## config.mk

```make
export PLATFORM = sky130hd
export DESIGN_NAME = sign_mag_addsub_pipe
export DESIGN_NICKNAME = d
export VERILOG_FILES = /design/src/rtl/sign_mag_pkg.sv /design/src/rtl/sign_mag_cmp.sv /design/src/rtl/sign_mag_addsub_pipe.sv
export SDC_FILE = /design/constraint.sdc
export NUM_CORES = 1
export LEC_CHECK = 0
export CAP_MARGIN = 20
export CORE_UTILIZATION = 50
export CTS_CLUSTER_DIAMETER = 200
export DETAILED_ROUTE_END_ITERATION = 16
export PLACE_DENSITY = 0.77
export SLEW_MARGIN = 0
export SYNTH_ARGS = -nofsm -noshare
export SYNTH_HDL_FRONTEND = slang
export SYNTH_SLANG_ARGS = --single-unit
```

## constraint.sdc

```tcl
create_clock -name clk -period 7 [get_ports clk]
set_clock_uncertainty 0.15 [all_clocks]
set_input_delay 1.05 -clock clk [delete_from_list [all_inputs] [get_ports clk]]
set_output_delay 1.05 -clock clk [all_outputs]
set_load 0.03 [all_outputs]
```

## src/rtl/sign_mag_pkg.sv

```systemverilog
// Shared constants and helpers for the sign-magnitude add/subtract pipeline.
// Feature macro used by the top: SIGN_MAG_SATURATE_EN (saturate instead of wrap).
package sign_mag_pkg;

    localparam int unsigned SM_W_MAX = 64;

    localparam logic OP_ADD = 1'b0;
    localparam logic OP_SUB = 1'b1;

    // Magnitude bits of an n-bit sign-magnitude word (word zero-extended to SM_W_MAX).
    function automatic logic [SM_W_MAX-1:0] mag_of(input logic [SM_W_MAX-1:0] word,
                                                   input int unsigned n);
        return word & ((64'd1 << (n - 32'd1)) - 64'd1);
    endfunction

    // Canonical sign: a zero magnitude is always reported as positive.
    function automatic logic canon(input logic sign, input logic [SM_W_MAX-1:0] mag);
        return (mag == '0) ? 1'b0 : sign;
    endfunction

endpackage

```

## src/rtl/sign_mag_cmp.sv

```systemverilog
// Stage S1 decode: orders the two magnitudes and picks the result sign.
// Negative-zero operands fall out naturally as magnitude 0.
module sign_mag_cmp
    import sign_mag_pkg::*;
#(
    parameter int unsigned N = 8
) (
    input  logic [N-1:0] a_i,
    input  logic [N-1:0] b_i,
    input  logic         op_i,
    output logic [N-2:0] max_o,
    output logic [N-2:0] min_o,
    output logic         sign_o,
    output logic         same_o
);

    logic [N-2:0] mag_a_s;
    logic [N-2:0] mag_b_s;
    logic         sb_s;

    assign mag_a_s = (N-1)'(mag_of(SM_W_MAX'(a_i), N));
    assign mag_b_s = (N-1)'(mag_of(SM_W_MAX'(b_i), N));
    assign sb_s    = b_i[N-1] ^ (op_i == OP_SUB);
    assign same_o  = (a_i[N-1] == sb_s);

    // Larger magnitude dictates the sign; ties take B's effective sign.
    always_comb begin
        max_o  = mag_b_s;
        min_o  = mag_a_s;
        sign_o = sb_s;
        if (mag_a_s > mag_b_s) begin
            max_o  = mag_a_s;
            min_o  = mag_b_s;
            sign_o = a_i[N-1];
        end else begin
            max_o  = mag_b_s;
            min_o  = mag_a_s;
            sign_o = sb_s;
        end
    end

endmodule

```

## src/rtl/sign_mag_addsub_pipe.sv

```systemverilog
// Two-stage sign-magnitude add/subtract with valid/ready flow control and overflow counter.
// Define SIGN_MAG_SATURATE_EN to clamp overflowed magnitudes to all-ones instead of wrapping.
module sign_mag_addsub_pipe
    import sign_mag_pkg::*;
#(
    parameter int unsigned N     = 8,
    parameter int unsigned CNT_W = 8
) (
    input  logic             clk,
    input  logic             reset,
    input  logic             in_valid,
    output logic             in_ready,
    input  logic [N-1:0]     a,
    input  logic [N-1:0]     b,
    input  logic             op,
    output logic             out_valid,
    input  logic             out_ready,
    output logic [N-1:0]     sum,
    output logic             ovf,
    output logic             zero,
    output logic [CNT_W-1:0] ovf_cnt
);

    logic             en_s;
    logic [N-2:0]     s1_max_d, s1_min_d;
    logic             s1_sign_d, s1_same_d;
    logic             s1_valid_q;
    logic [N-2:0]     s1_max_q, s1_min_q;
    logic             s1_sign_q, s1_same_q;
    logic [N-1:0]     add_s;
    logic [N-2:0]     mag_raw_s, mag_s;
    logic             carry_s;
    logic [N-1:0]     sum_d;
    logic             ovf_d, zero_d;
    logic             out_valid_q;
    logic [N-1:0]     sum_q;
    logic             ovf_q, zero_q;
    logic [CNT_W-1:0] ovf_cnt_q;

    // Whole pipe advances together unless a held result is being refused.
    assign en_s     = !out_valid_q || out_ready;
    assign in_ready = en_s;

    sign_mag_cmp #(.N(N)) u_cmp (
        .a_i    (a),
        .b_i    (b),
        .op_i   (op),
        .max_o  (s1_max_d),
        .min_o  (s1_min_d),
        .sign_o (s1_sign_d),
        .same_o (s1_same_d)
    );

    // S1 register: ordered magnitudes and sign decision.
    always_ff @(posedge clk) begin
        if (reset) begin
            s1_valid_q <= 1'b0;
            s1_max_q   <= '0;
            s1_min_q   <= '0;
            s1_sign_q  <= 1'b0;
            s1_same_q  <= 1'b0;
        end else if (en_s) begin
            s1_valid_q <= in_valid;
            s1_max_q   <= s1_max_d;
            s1_min_q   <= s1_min_d;
            s1_sign_q  <= s1_sign_d;
            s1_same_q  <= s1_same_d;
        end
    end

    assign add_s = {1'b0, s1_max_q} + {1'b0, s1_min_q};

    // S2 arithmetic: max >= min, so the subtract path can never borrow.
    always_comb begin
        carry_s   = 1'b0;
        mag_raw_s = '0;
        if (s1_same_q) begin
            carry_s   = add_s[N-1];
            mag_raw_s = add_s[N-2:0];
        end else begin
            carry_s   = 1'b0;
            mag_raw_s = s1_max_q - s1_min_q;
        end
    end

`ifdef SIGN_MAG_SATURATE_EN
    assign mag_s = carry_s ? {(N-1){1'b1}} : mag_raw_s;
`else
    assign mag_s = mag_raw_s;
`endif

    assign sum_d  = {canon(s1_sign_q, SM_W_MAX'(mag_s)), mag_s};
    assign zero_d = (mag_s == '0);
    assign ovf_d  = carry_s;

    // S2 register: drives the result ports directly.
    always_ff @(posedge clk) begin
        if (reset) begin
            out_valid_q <= 1'b0;
            sum_q       <= '0;
            ovf_q       <= 1'b0;
            zero_q      <= 1'b0;
        end else if (en_s) begin
            out_valid_q <= s1_valid_q;
            sum_q       <= sum_d;
            ovf_q       <= ovf_d;
            zero_q      <= zero_d;
        end
    end

    // Overflow-event counter, sticks at all-ones.
    always_ff @(posedge clk) begin
        if (reset) begin
            ovf_cnt_q <= '0;
        end else if (out_valid_q && out_ready && ovf_q && (ovf_cnt_q != '1)) begin
            ovf_cnt_q <= ovf_cnt_q + 1'b1;
        end
    end

    assign out_valid = out_valid_q;
    assign sum       = sum_q;
    assign ovf       = ovf_q;
    assign zero      = zero_q;
    assign ovf_cnt   = ovf_cnt_q;

endmodule

```

# Word level (Yosys, flattened, before mapping)
# Index checks and enable logic that the tools add are counted.
[word_totals] reg_bits=36 out_inout_bits=20 in_bits=21
[op_classes] muxes=6 eq_ne=2 reduce_logical=6 n_addsub=3 magnitude_cmp=1 bitwise_logic=1
[op_table] cell="two-way mux 7 bit" count=3
[op_table] cell="adder 7 x 7 -> 8 bit" count=1
[op_table] cell="adder 8 x 1 -> 8 bit (second input constant)" count=1
[op_table] cell="inequality test 8 bit (second input constant)" count=1
[op_table] cell="greater-than comparator 7 bit" count=1
[op_table] cell="zero test 7 bit" count=1
[op_table] cell="subtractor 7 bit" count=1
[op_table] cell="logical AND 1 bit" count=3
[op_table] cell="two-way mux 1 bit" count=3
[op_table] cell="== test 1 bit" count=1
[op_table] cell="zero test 1 bit" count=1
[op_table] cell="logical OR 1 bit" count=1
[op_table] cell="XOR 1 bit" count=1

# Depth between registers and ports, before layout
[depth] word_depth=4 depth_mapped=10 ltp_nobuf=10

# Cells and area by module
# From an unflattened synthesis, not the netlist that was laid out.
[hier_totals] hier_cells=273 hier_area_um2=2328.5
[modules_own_cells] module="sign_mag_addsub_pipe" cells_each=230 n_inst=1 area_per_inst_um2=1901.8
[modules_own_cells] module="sign_mag_cmp" cells_each=43 n_inst=1 area_per_inst_um2=426.7

# Worst setup path after synthesis
# No wires, ideal clock.
[synth_path] kind="input-to-output" from="in out_ready" to="out in_ready" arrival_time_ns=1.812 n_path_buf=1 path_slack_ns=3.988 t_required_ns=5.800 path_stages=3 cell_sequence="nor2b_1 > clkinv_1 > clkbuf_1"
[synth_between] elab_chain_len=1
[synth_rtl] item="start: declaration" line_no="sign_mag_addsub_pipe.sv:17" source="input logic out_ready,"
[synth_rtl] item="logical OR 1 bit" line_no="sign_mag_addsub_pipe.sv:41" source="assign en_s = !out_valid_q || out_ready;"
[synth_rtl] item="end: declaration" line_no="sign_mag_addsub_pipe.sv:12" source="output logic in_ready,"
# Every way passes these cells.

# Worst setup path in the final report
# Ends and elaborated chain as after synthesis.

==> metrics.txt <==
vias in the first global route=1962; initial antenna violation count=0; # clock sinks=36; remaining antenna violation count=0; Synth warnings=0; net count of the finished layout=roughly 360; CTS Buffer Depth=2; die width=around 70 um; number of buffer cells added on primary ports=40; total negative slack for setup checks=0 ps; most common cell after layout, fill and taps aside=clkdlybuf4s50_1; setup violators final=0; total power per unit cell area=217.4 nW/um^2; data required time at the worst endpoint=approximately 5800 ps; number of clock buffers inserted by TritonCTS=5; total vias in the final route=2098; start point of the worst min-delay path=sum[2]; layout overhead on the synthesized area=22.22%; number of filler cells placed in the layout=389; start point of the critical path=out_ready; floorplan core area=about 4400 sq um; WL met1=2444 um; average detailed-routed wire length per instance=between 10 and 15 um; met2 wire length=~2200 um; Total Power Consumption=606.1 uW; RSZ-0062 raised after global routing=no; max-slew headroom at the worst pin=0.4094; layout cell share with drive strength beyond 1=0.04459; Top FF cell, synth=dfxtp_1; floorplan die area=4836 sq um; via-per-instance ratio=~5.7; post-synthesis net count=326; Post-Route WL=between 4000 and 5000 um; arrival time of the worst setup path=roughly 3300 ps; max layer used=met4; maximum capacitance violations=0; CTS tree=done; sequential-to-total area share from yosys stat=0.3160; post-synthesis instance area=about 2300 sq um; maximum number of pins on one net before global-route repair=46; max-slew violations=0; transition at the pin with the smallest max-transition slack=between 800 and 900 ps; Residual DRC=0; Clock transition at path regs=about 70 ps; overall routing resource usage=0.2219; Yosys cell types=46; crit share post-route=0.6372; kind of path behind the tightest hold check=reg2reg; share of the core filled with cells in the final layout=0.6358; number of placement rows=24; proportion of register bits with asynchronous set or reset after synthesis=0; wire length of the first global-routing pass=slightly below 9000 um; Final Hold Vio Count=0; global placer's final weighted congestion=0.8545; #FFs+latches synth=36; sort of element at the end of the critical path=output port; half-perimeter wire length of the detailed placement result=about 3800 um; most frequent cells in the layout=clkdlybuf4s50_1, dfxtp_1, o21ai_0; I/O pin count=41; height of the die=69.54 um; cts-stage hold buffer count=0; mean cell area of the mapped netlist=8.088 sq um; antenna diode instance count=0; category of the worst setup path launch point=input port; Post-synth EDFFs=0; Crit Path Category=in2out; total leakage power=0.001163 uW; Final Critical Period=roughly 4500 ps; number of instances resized during post-cts repair=0; postcts setup bufs=0; FF-to-FF Start=s1_min_q[0]; effective utilization at floorplan=0.5203; worst-path fanout max=45; DRT Pass-1 Iters=4; Root Driver=clkbuf_8; outcome=finished clean; sum of overflow across all layers after global routing=0; Starting DRT DRC Count=~140; worst vdd rail ir drop=0.1295 mV; Achievable Freq=0.2242 GHz; wire length on met3=211 um; gate count of the mapped netlist=about 280; Clock H-tree levels=2; Clk Latency, worst-skew pair=a little under 300 ps
[power breakdown]
group	switching, uW	leakage [uW]	internal, uW
logic	107	0.000811	81.4
registers	16.0	0.000297	225
clock network	70.3	0.0000552	106
[worst paths after layout]
| path | depth (start not counted) | to | slack (ps) |
|---|---|---|---|
| setup / recovery | 5 | in_ready | 2540 |
| hold / removal | 2 | sum[2] | 310 |
| setup reg to reg | 9 | sum[7] | 4150 |
| hold reg to reg | 2 | sum[2] | 310 |
[kinds of logic after synthesis]
group | Yosys count | share of synthesized area
AND/OR/NAND/NOR | 94 | 0.2074
AO/OA/AOI/OAI | 81 | 0.2353
flip-flops | 36 | 0.3160
XOR/XNOR | 9 | 0.03456
buffers and inverters | 37 | 0.06528
adder cells (fa/ha/maj) | 23 | 0.1327
multiplexers | 2 | 0.008777
[routing by layer]
layer,GRT usage,up-vias
met5,0,-
met4,0.08617,0
met3,0.03924,9
met2,0.3474,61
met1,0.3037,949
li1,-,1079
[sequential cells by signal (all words and copies together) (netlist names), 7 cells and up]
signal	cells
sum	8
ovf_cnt	8
s1_max_q	7
s1_min_q	7
[Yosys cell counts (2+ instances only)]
master     number  area, sq um
dfxtp_1        36        720.7
o21ai_0        28        140.1
nor2_1         22        82.58
ha_1           21        262.8
inv_1          19        71.32
nand2_1        19        71.32
nand3_1        18        90.09
clkbuf_1       14        52.55
a31oi_1        13        81.33
a21oi_1        11        55.05
a211oi_1        7        52.55
nor3_1          7        35.03
nor2b_1         6        37.54
and3_1          5        31.28
xor2_1          5        43.79
xnor2_1         4        35.03
a21o_1          3        22.52
a311oi_1        3        26.28
and4_1          3        26.28
nor4_1          3        18.77
a2111oi_0       2        17.52
buf_2           2        10.01
fa_1            2        40.04
mux2i_1         2        20.02
nor3b_1         2        15.01
o21a_1          2        15.01
o311a_1         2        20.02
o41ai_1         2        17.52
or3_1           2        12.51
[critical path: stages]
cell	delay, ps
clkdlybuf4s50_1	420
nor2b_1	700
clkinv_1	150
buf_4	290
clkdlybuf4s50_1	640
[area by class of cell]
cell class | count | area, sq um | share of cell area
multi-input cells | 209 | 1411 | 0.5063
flip-flops and latches | 36 | 720.7 | 0.2585
repair buffers | 41 | 407.9 | 0.1463
inverters | 20 | 75.07 | 0.02693
clock buffers | 6 | 72.57 | 0.02603
well taps | 52 | 65.06 | 0.02334
clock inverters | 2 | 35.03 | 0.01257
[metrics by stage]
step	hold WS (ps)	cells	instance area (sq um)	worst slack, ps
2_1_floorplan	282.2	282	2281	3988
3_3_place_gp	290.3	358	2680	2580
3_5_place_dp	299.1	358	2680	2547
4_1_cts	310.7	366	2788	2522
5_1_grt	348.5	366	2788	2379
6_report	305.3	366	2788	2540
Power figures use the tool's default switching activity.
